### config.mk
export PLATFORM = sky130hd
export DESIGN_NAME = fifo_wptr_ctrl_flat
export DESIGN_NICKNAME = d
export VERILOG_FILES = /design/src/rtl/async_fifo_pkg.sv /design/src/rtl/fifo_wptr_ctrl_if.sv /design/src/rtl/fifo_wptr_ctrl.sv /design/src/flat_wrapper.sv
export SDC_FILE = /design/constraint.sdc
export NUM_CORES = 1
export LEC_CHECK = 0
export ABC_AREA = 1
export CAP_MARGIN = 20
export CORE_MARGIN = 4
export CORE_UTILIZATION = 47
export DETAILED_ROUTE_END_ITERATION = 8
export PLACE_DENSITY = 0.76
export SYNTH_ARGS = -nofsm -noshare
export SYNTH_HDL_FRONTEND = slang
export SYNTH_SLANG_ARGS = --single-unit
### constraint.sdc
create_clock -name w_clk_i -period 2.2 [get_ports w_clk_i]
set_input_delay 0.55 -clock w_clk_i [delete_from_list [all_inputs] [get_ports w_clk_i]]
set_output_delay 0.55 -clock w_clk_i [all_outputs]
set_load 0.02 [all_outputs]
### src/rtl/async_fifo_pkg.sv
// Shared async-FIFO pointer types and codec helpers (write side, read side, sync bench).
// Latency: pure functions, no state.
// Backpressure: not applicable.
package async_fifo_pkg;

    typedef enum logic {
        PTR_GRAY = 1'b0,
        PTR_BIN  = 1'b1
    } ptr_code_e;

    // Helpers work on a 32-bit container; callers zero-extend narrower pointers
    // and cast the result back, so one definition serves every pointer width.
    localparam int PTR_FN_W = 32;

    function automatic logic [PTR_FN_W-1:0] bin2gray(input logic [PTR_FN_W-1:0] b);
        return b ^ (b >> 1);
    endfunction

    // Prefix XOR from the MSB; zero upper bits leave narrow codes unaffected.
    function automatic logic [PTR_FN_W-1:0] gray2bin(input logic [PTR_FN_W-1:0] g);
        logic [PTR_FN_W-1:0] b;
        b[PTR_FN_W-1] = g[PTR_FN_W-1];
        for (int i = PTR_FN_W - 2; i >= 0; i--) begin
            b[i] = g[i] ^ b[i+1];
        end
        return b;
    endfunction

    function automatic int unsigned popcount(input logic [PTR_FN_W-1:0] v);
        int unsigned n;
        n = 0;
        for (int i = 0; i < PTR_FN_W; i++) begin
            if (v[i]) n++;
        end
        return n;
    endfunction

endpackage

### src/rtl/fifo_wptr_ctrl_if.sv
// Write-side bundle between producer/synchronizer and the write-pointer controller.
// Latency: wires only.
// Backpressure: w_ready_o gates w_valid_i; master drives requests and synced read pointer.
interface fifo_wptr_ctrl_if #(
    parameter int ADDR_W    = 3,
    parameter int ERR_CNT_W = 16
);
    logic                 w_valid_i;
    logic                 w_ready_o;
    logic                 mem_we_o;
    logic [ADDR_W-1:0]    mem_waddr_o;
    logic [ADDR_W:0]      w_ptr_o;
    logic [ADDR_W:0]      r_ptr_sync_i;
    logic [ADDR_W:0]      w_level_o;
    logic                 w_full_o;
    logic                 w_almost_full_o;
    logic                 w_overflow_o;
    logic                 w_ptr_err_o;
    logic [ERR_CNT_W-1:0] w_err_cnt_o;

    modport master (
        output w_valid_i, r_ptr_sync_i,
        input  w_ready_o, mem_we_o, mem_waddr_o, w_ptr_o, w_level_o,
               w_full_o, w_almost_full_o, w_overflow_o, w_ptr_err_o, w_err_cnt_o
    );

    modport slave (
        input  w_valid_i, r_ptr_sync_i,
        output w_ready_o, mem_we_o, mem_waddr_o, w_ptr_o, w_level_o,
               w_full_o, w_almost_full_o, w_overflow_o, w_ptr_err_o, w_err_cnt_o
    );
endinterface

### src/rtl/fifo_wptr_ctrl.sv
// Async FIFO write-side pointer/flag controller with crossing-corruption detection.
// Latency: mem write same cycle as accept; pointer, level and flags one cycle later.
// Backpressure: w_ready_o = !full (registered); writes while full are dropped and pulse overflow.
module fifo_wptr_ctrl
    import async_fifo_pkg::*;
#(
    parameter int        ADDR_W        = 3,
    parameter ptr_code_e PTR_CODE      = PTR_GRAY,
    parameter int        AFULL_TH      = (1 << ADDR_W) - 2,
    parameter int        CHECK_HAMMING = 1,
    parameter int        ERR_CNT_W     = 16
) (
    input  logic              w_clk_i,
    input  logic              w_rstn_i,
    fifo_wptr_ctrl_if.slave   bus
);

    localparam int PTR_W = ADDR_W + 1;
    localparam int DEPTH = 1 << ADDR_W;
    localparam logic [PTR_W-1:0] DEPTH_P = PTR_W'(DEPTH);
    localparam logic [PTR_W-1:0] AFULL_P = PTR_W'(AFULL_TH);

    logic [PTR_W-1:0]     wbin_q, wbin_d;
    logic [PTR_W-1:0]     wptr_q, wptr_d;
    logic [PTR_W-1:0]     level_q, level_d;
    logic [PTR_W-1:0]     rprev_q;
    logic [PTR_W-1:0]     rbin;
    logic [PTR_W-1:0]     level_raw;
    logic                 full_q, full_d;
    logic                 afull_q, afull_d;
    logic                 ovf_q, ovf_d;
    logic                 err_q, err_d;
    logic [ERR_CNT_W-1:0] cnt_q, cnt_d;
    logic                 accept;
    logic                 ham_err;
    logic                 err_evt;

    // Next-state: advance pointer on accept, derive level/flags against the synced read pointer.
    always_comb begin
        accept  = bus.w_valid_i && !full_q;
        wbin_d  = accept ? wbin_q + PTR_W'(1) : wbin_q;
        wptr_d  = (PTR_CODE == PTR_GRAY) ? PTR_W'(bin2gray(PTR_FN_W'(wbin_d))) : wbin_d;
        rbin    = (PTR_CODE == PTR_GRAY) ? PTR_W'(gray2bin(PTR_FN_W'(bus.r_ptr_sync_i)))
                                         : bus.r_ptr_sync_i;
        // Using the post-accept write pointer keeps full pessimistic on the accepting edge.
        level_raw = wbin_d - rbin;
        level_d   = (level_raw > DEPTH_P) ? DEPTH_P : level_raw;
        full_d    = (level_raw >= DEPTH_P);
        afull_d   = (level_raw >= AFULL_P);
        ovf_d     = bus.w_valid_i && full_q;
        // A legal gray crossing moves at most one bit per write-clock sample.
        ham_err   = (PTR_CODE == PTR_GRAY) && (CHECK_HAMMING != 0) &&
                    (popcount(PTR_FN_W'(bus.r_ptr_sync_i ^ rprev_q)) > 32'd1);
        err_evt   = (level_raw > DEPTH_P) || ham_err;
        err_d     = err_q || err_evt;
        cnt_d     = (err_evt && (cnt_q != '1)) ? cnt_q + ERR_CNT_W'(1) : cnt_q;
    end

    // State and registered outputs; async active-low reset clears everything.
    always_ff @(posedge w_clk_i or negedge w_rstn_i) begin
        if (!w_rstn_i) begin
            wbin_q  <= '0;
            wptr_q  <= '0;
            level_q <= '0;
            rprev_q <= '0;
            full_q  <= 1'b0;
            afull_q <= 1'b0;
            ovf_q   <= 1'b0;
            err_q   <= 1'b0;
            cnt_q   <= '0;
        end else begin
            wbin_q  <= wbin_d;
            wptr_q  <= wptr_d;
            level_q <= level_d;
            rprev_q <= bus.r_ptr_sync_i;
            full_q  <= full_d;
            afull_q <= afull_d;
            ovf_q   <= ovf_d;
            err_q   <= err_d;
            cnt_q   <= cnt_d;
        end
    end

    // The synchronizer sees w_ptr_o straight from a flop, so no combinational glitches cross.
    assign bus.w_ready_o       = !full_q;
    assign bus.mem_we_o        = accept;
    assign bus.mem_waddr_o     = wbin_q[ADDR_W-1:0];
    assign bus.w_ptr_o         = wptr_q;
    assign bus.w_level_o       = level_q;
    assign bus.w_full_o        = full_q;
    assign bus.w_almost_full_o = afull_q;
    assign bus.w_overflow_o    = ovf_q;
    assign bus.w_ptr_err_o     = err_q;
    assign bus.w_err_cnt_o     = cnt_q;

endmodule

### src/flat_wrapper.sv
// flat-port wrapper written by rule: the top's interface ports become plain ports
module fifo_wptr_ctrl_flat import async_fifo_pkg::*;
#(
    parameter int        ADDR_W        = 3,
    parameter ptr_code_e PTR_CODE      = PTR_GRAY,
    parameter int        AFULL_TH      = (1 << ADDR_W) - 2,
    parameter int        CHECK_HAMMING = 1,
    parameter int        ERR_CNT_W     = 16
)
  (w_clk_i, w_rstn_i, bus_w_valid_i, bus_r_ptr_sync_i, bus_w_ready_o, bus_mem_we_o, bus_mem_waddr_o, bus_w_ptr_o, bus_w_level_o, bus_w_full_o, bus_w_almost_full_o, bus_w_overflow_o, bus_w_ptr_err_o, bus_w_err_cnt_o);
  fifo_wptr_ctrl_if #(.ADDR_W(ADDR_W), .ERR_CNT_W(ERR_CNT_W)) bus_i ();
  input  logic w_clk_i;
  input  logic w_rstn_i;
  input wire logic [$bits(bus_i.w_valid_i)-1:0] bus_w_valid_i;
  input wire logic [$bits(bus_i.r_ptr_sync_i)-1:0] bus_r_ptr_sync_i;
  output wire logic [$bits(bus_i.w_ready_o)-1:0] bus_w_ready_o;
  output wire logic [$bits(bus_i.mem_we_o)-1:0] bus_mem_we_o;
  output wire logic [$bits(bus_i.mem_waddr_o)-1:0] bus_mem_waddr_o;
  output wire logic [$bits(bus_i.w_ptr_o)-1:0] bus_w_ptr_o;
  output wire logic [$bits(bus_i.w_level_o)-1:0] bus_w_level_o;
  output wire logic [$bits(bus_i.w_full_o)-1:0] bus_w_full_o;
  output wire logic [$bits(bus_i.w_almost_full_o)-1:0] bus_w_almost_full_o;
  output wire logic [$bits(bus_i.w_overflow_o)-1:0] bus_w_overflow_o;
  output wire logic [$bits(bus_i.w_ptr_err_o)-1:0] bus_w_ptr_err_o;
  output wire logic [$bits(bus_i.w_err_cnt_o)-1:0] bus_w_err_cnt_o;
  assign bus_i.w_valid_i = bus_w_valid_i;
  assign bus_i.r_ptr_sync_i = bus_r_ptr_sync_i;
  assign bus_w_ready_o = bus_i.w_ready_o;
  assign bus_mem_we_o = bus_i.mem_we_o;
  assign bus_mem_waddr_o = bus_i.mem_waddr_o;
  assign bus_w_ptr_o = bus_i.w_ptr_o;
  assign bus_w_level_o = bus_i.w_level_o;
  assign bus_w_full_o = bus_i.w_full_o;
  assign bus_w_almost_full_o = bus_i.w_almost_full_o;
  assign bus_w_overflow_o = bus_i.w_overflow_o;
  assign bus_w_ptr_err_o = bus_i.w_ptr_err_o;
  assign bus_w_err_cnt_o = bus_i.w_err_cnt_o;
  fifo_wptr_ctrl #(.ADDR_W(ADDR_W), .PTR_CODE(PTR_CODE), .AFULL_TH(AFULL_TH), .CHECK_HAMMING(CHECK_HAMMING), .ERR_CNT_W(ERR_CNT_W)) u_core (.w_clk_i(w_clk_i), .w_rstn_i(w_rstn_i), .bus(bus_i));
endmodule
* Yosys cells after proc, flatten, opt, wreduce, memory -nomap -nowiden *
Index checks and enable logic that the tools add are counted.
Widths: inputs -> output; s select.

word-level totals
  flip-flop bits (word level) = 36
  latch bits = 0
  bits in writable memories = 0
  bits in read-only memories = 0
  bits of input ports = 7
  memories kept = 0

operators by class
  add/sub/neg operators = 34
  $mul = 0
  divide/modulo/power cells = 0
  $lt $le $gt $ge = 4
  equality and inequality tests = 1
  shifts and indexed selects = 0
  mux-type cells = 34
  bitwise operators = 5
  reduce and logical (&&, ||, !) cells = 6

operators with widths
  operator               number
  $add 32x1->32 const B  31
  $mux 32                31
  $gt 32x1->1 const B    1
  $add 16x1->16 const B  1
  $ne 16x16->1 const B   1
  $mux 4                 2
  $add 4x1->4 const B    1
  $ge 4x3->1 const B     1
  $ge 4x4->1 const B     1
  $gt 4x4->1 const B     1
  $sub 4x4->4            1
  $xor 4x3->4            1
  $xor 4x4->4            1
  $logic_and 1x1->1      3
  $xor 1x1->1            3
  $logic_or 1x1->1       2
  $logic_not 1->1        1
  $mux 1                 1

* Logic depth before layout (Yosys ltp) *
  depth after elaboration = 67
  mapped depth = 18
  mapped depth without buffers = 17

* Least setup slack after synthesis *
Ideal clock, no wire load.

  path type = input-to-reg
  from = input port bus_w_valid_i
  to = register u_core.cnt_q[6], in the netlist u_core.bus.w_err_cnt_o[6]
  setup time = 116 ps
  arrival = 2,364 ps
  data required time = 2,084 ps
  setup slack = -280 ps
  stages = 16
  path buffers = 1
  path through = inv_1 -> nor2_2 -> nand2_1 -> xnor2_1 -> ha_1 -> inv_1 -> nor2_1 -> nand3_1 -> nand2_1 -> nand2_2 -> nand3_2 -> nand2_4 -> nand2_4 -> buf_12 -> nand2_2 -> nand2_2

on the way
  longest elaborated chain between the ends = 6

ends and longest elaborated chain
  item                  RTL line              text
  start, declared       flat_wrapper.sv:14    input wire logic [$bits(bus_i.w_valid_i)-1:0] bus_w_valid_i;
  $logic_and 1x1->1     fifo_wptr_ctrl.sv:40  accept = bus.w_valid_i && !full_q;
  via bus_mem_we_o      flat_wrapper.sv:17    output wire logic [$bits(bus_i.mem_we_o)-1:0] bus_mem_we_o;
  $mux 4                fifo_wptr_ctrl.sv:41  wbin_d = accept ? wbin_q + PTR_W'(1) : wbin_q;
  via u_core.wbin_d[2]  fifo_wptr_ctrl.sv:23  logic [PTR_W-1:0] wbin_q, wbin_d;
  $sub 4x4->4           fifo_wptr_ctrl.sv:46  level_raw = wbin_d - rbin;
  $gt 4x4->1            fifo_wptr_ctrl.sv:54  err_evt = (level_raw > DEPTH_P) || ham_err;
  $logic_or 1x1->1      fifo_wptr_ctrl.sv:54
  $logic_and 1x1->1     fifo_wptr_ctrl.sv:56  cnt_d = (err_evt && (cnt_q != '1)) ? cnt_q + ERR_CNT_W'(1) : cnt_q;
  end signal, assigned  fifo_wptr_ctrl.sv:80  cnt_q <= cnt_d;
  end, declared         fifo_wptr_ctrl.sv:33  logic [ERR_CNT_W-1:0] cnt_q, cnt_d;

The timed path passes the listed nets, and every way through them passes these cells.
A chain may end at the register's enable or synchronous reset.

* Final worst setup path *
  from = register u_core.wbin_q[0]
  to = register u_core.cnt_q[14], in the netlist u_core.bus.w_err_cnt_o[14]

on the way
  longest elaborated chain between the ends = 6

ends and longest elaborated chain
  item                    RTL line              text
  start, declared         fifo_wptr_ctrl.sv:23
  start signal, assigned  fifo_wptr_ctrl.sv:72  wbin_q <= wbin_d;
  $add 4x1->4             fifo_wptr_ctrl.sv:41
  $mux 4                  fifo_wptr_ctrl.sv:41
  via u_core.wbin_d[1]    fifo_wptr_ctrl.sv:23
  $sub 4x4->4             fifo_wptr_ctrl.sv:46
  $gt 4x4->1              fifo_wptr_ctrl.sv:54
  $logic_or 1x1->1        fifo_wptr_ctrl.sv:54
  $logic_and 1x1->1       fifo_wptr_ctrl.sv:56

The timed path passes the listed nets, and every way through them passes these cells.

==> run_results.csv <==
group,metric,value,unit
clock_network,clk_latency,0.29,ns
timing,slew_headroom,0.696,
critical_path,cp-end-kind,"flip-flop",
timing,worstMarginPinSlew,0.456,ns
synthesis,synthXorXnorAreaFrac,0.0958,
synthesis,synthesis.area,2100,um2
timing,finalClockSkew,0.00663,ns
grt,overflow,0,
placed_design,place_congestion,0.800,
hold_path,min_path_type,"primary input to flip-flop",
critical_path,cp_max_fo,7,
drt,detail-route-antenna-nets,0,
die,die-area,5610,um2
clock_network,cts_made_buffers,5,
critical_path,critPathLaunchType,"flip-flop",
synthesis,synth_top_family_by_area,"simple AND/OR/NAND/NOR gates",
drt,viasPerCell,5.03,
timing,fin_crit,2.30,ns
synthesis,ys_types,30,
timing,finalSetupViolations,17,
clock_network,cts.sinks,35,
critical_path,required,2.38,ns
timing,max_freq,0.436,GHz
layout,diodes,0,
die,die_h,74.9,um
pwr,power,0.00436,W
grt,grt_usage,0.216,
synthesis,ys_ff_latch,35,
timing,rsz0062_at_grt,"yes",
drt,drc,0,
drt,drtPass1Iterations,4,
synthesis,synth_warnings,0,
drt,drtIter0Drc,125,
layout,nNetsFinal,359,
pwr,pwr_density_cell,1330,nW/um2
clock_network,cts.htree.levels,2,
synthesis,synthesis.nets,269,
synthesis,syn_avg_cell_area,8.28,um2
synthesis,synthSimpleGateAreaFrac,0.353,
grt,grt_pass1_vias,2051,
grt,grt_pass1_wl,9100,um
drt,wl,5610,um
drt,vias,1998,
synthesis,yosysTopAreaCell,"dfrtp_1",
die,ioPinCount,40,
clock_network,ctsHoldBuffers,0,
synthesis,synth.area.mux_share,0,
synthesis,synthFlopType,"dfrtp_1",
synthesis,synth_compound_area_frac,0.0155,
drt,wl_per_cell,14.1,um
layout,drive_gt1_frac,0.409,
run_status,violations,"negative setup slack",
layout,n_fill_cell,291,
run_status,status,"complete, but fails checks",
timing,setup_slack,-0.0959,ns
pwr,p_leak,1.64,nW
job,cap_violations,0,
grt,antenna_found_initial,0,
synthesis,synth_top_area_share,0.417,
layout,layout.area.seq,880,um2
die,fp.dieW,74.9,um
layout,multiInputGateArea,1330,um2
placed_design,io_buffers,39,
synthesis,ys_async_sr_fraction,1.00,
timing,min_period_over_period,1.04,
layout,final_common_cell,"buf_4",
critical_path,worstSetupPathType,"flip-flop to flip-flop",
clock_network,cts-root-buf,"clkbuf_8",
synthesis,ys_top_cells_by_area,"dfrtp_1 42%, nand2_1 9.5%, nand3_1 9.0%, nand2_2 7.1%, xor2_1 5.8%",
timing,finalMaxSlewViolations,0,
synthesis,synthCells,254,
die,coreArea,4350,um2
timing,holdWs,0.401,ns
synthesis,synth_edf_count,0,
placed_design,hpwlAfterDp,3550,um
clock_network,path_clk_slew,0.07,ns
synthesis,ys_seq_area_frac,0.417,
die,start_util,0.483,
synthesis,synth_fa_ha_area_frac,0.0476,
clock_network,cts_tree,"done",
die,rows,24,
critical_path,reg2reg_setup_slack,-0.1,ns
layout,area_growth,56.2,%
clock_network,cts_max_path_buffers,2,
layout,final_cell_mix,"47 x buf_4, 42 x nand2_1, 34 x clkdlybuf4s50_1",
pwr,ir_drop,0.929,mV
grt,grt_max_degree,36,
critical_path,arrival,2.47,ns
timing,hold_viol,0,
==> repair_timing <==
action / 4_1_cts / 5_1_grt
gates resized for setup: 58 / 12
endpoints found under the hold margin: 0 / 0
gates cloned: 2 / 0
pin swaps: 25 / 13
endpoints found under the setup margin: 24 / 18
buffers inserted: 8 / 5
==> Yosys cell counts (2+ instances only) <==
library cell / n
nor2_2: 2
ha_1: 8
inv_1: 27
xor2_1: 14
nand2_2: 24
and2_2: 2
nand2_4: 2
inv_2: 3
xnor2_1: 9
dfrtp_1: 35
nand2_1: 53
nand3_1: 38
or2_1: 2
buf_2: 2
nand3b_1: 2
nor2_1: 17
==> cells by family (layout without fill, tap and decap cells) <==
group,after synthesis,in the layout
compound gates,5,5
xor+xnor,23,23
fa+ha+maj,8,8
buf+inv,34,124
flops,35,35
simple gates,149,150
==> state kept, by name (all words and copies together) (netlist names) <==
| register | count |
|---|---|
| u_core.bus.w_ptr_err_o | 1 |
| u_core.bus.w_overflow_o | 1 |
| u_core.bus.w_ptr_o | 3 |
| u_core.bus.w_almost_full_o | 1 |
| u_core.bus.w_level_o | 4 |
| u_core.bus.w_err_cnt_o | 16 |
| u_core.bus.w_full_o | 1 |
| u_core.rprev_q | 4 |
| u_core.wbin_q | 4 |
==> routing by layer <==
layer  part of all wire  wire length, um  GRT usage
met5                  0                0          0
met2               0.54             3030      0.397
met3              0.049              274     0.0481
met4              0.020              112     0.0810
met1               0.39             2190      0.241
==> layout make-up <==
| cell class | count | share of cell area |
|---|---|---|
| Timing Repair Buffer | 86 | 0.237 |
| Tap cell | 52 | 0.0198 |
| Clock buffer | 8 | 0.0305 |
| Sequential cell | 35 | 0.268 |
| Inverter | 30 | 0.0389 |
| Multi-Input combinational cell | 186 | 0.406 |
==> where the power goes <==
part | switching (W) | internal, W | total (W)
Combinational | 0.00141 | 0.00141 | 0.00282
Clock | 0.000224 | 0.000286 | 0.000509
Sequential | 0.000192 | 0.000842 | 0.00103
Total | 0.00183 | 0.00253 | 0.00436
==> metrics by stage <==
stage               setup slack, ns   util  instances  instance area, um2  setup TNS (ns)
finish                      -0.0959  0.754        397                3280           -1.25
global route                 -0.181  0.754        397                3280           -2.76
CTS                         -0.0377  0.734        392                3200          -0.354
detailed placement           -0.892  0.659        375                2870          -18.74
global placement             -0.842  0.659        375                2870          -17.65
floorplan                    -0.118      -        254                2190           -1.31
==> worst paths after layout <==
kind | from | end | depth (start not counted)
max in group asynchronous | w_rstn_i | u_core.bus.w_full_o | 2
worst min-delay path | bus_r_ptr_sync_i[1] | u_core.rprev_q[1] | 1
worst max register to register | u_core.wbin_q[0] | u_core.bus.w_err_cnt_o[14] | 16
worst min register to register | u_core.bus.w_ptr_err_o | u_core.bus.w_ptr_err_o | 1
worst max-delay path | u_core.wbin_q[0] | u_core.bus.w_err_cnt_o[14] | 16
min in group asynchronous | w_rstn_i | u_core.bus.w_err_cnt_o[3] | 2
==> worst max-delay path: stages (launching register included) <==
cell and delay (ns):
dfrtp_2 0.43, ha_4 0.28, inv_4 0.04, o21ai_4 0.13, nand2_2 0.08, nand2_2 0.08, inv_2 0.04, ha_4 0.26
inv_2 0.04, nand2_1 0.05, nand3b_1 0.12, nand3_2 0.11, nand2_4 0.17, buf_12 0.14, nand2_8 0.09, nand2_4 0.07
nand2_2 0.05
(Power assumes the default switching activity.)
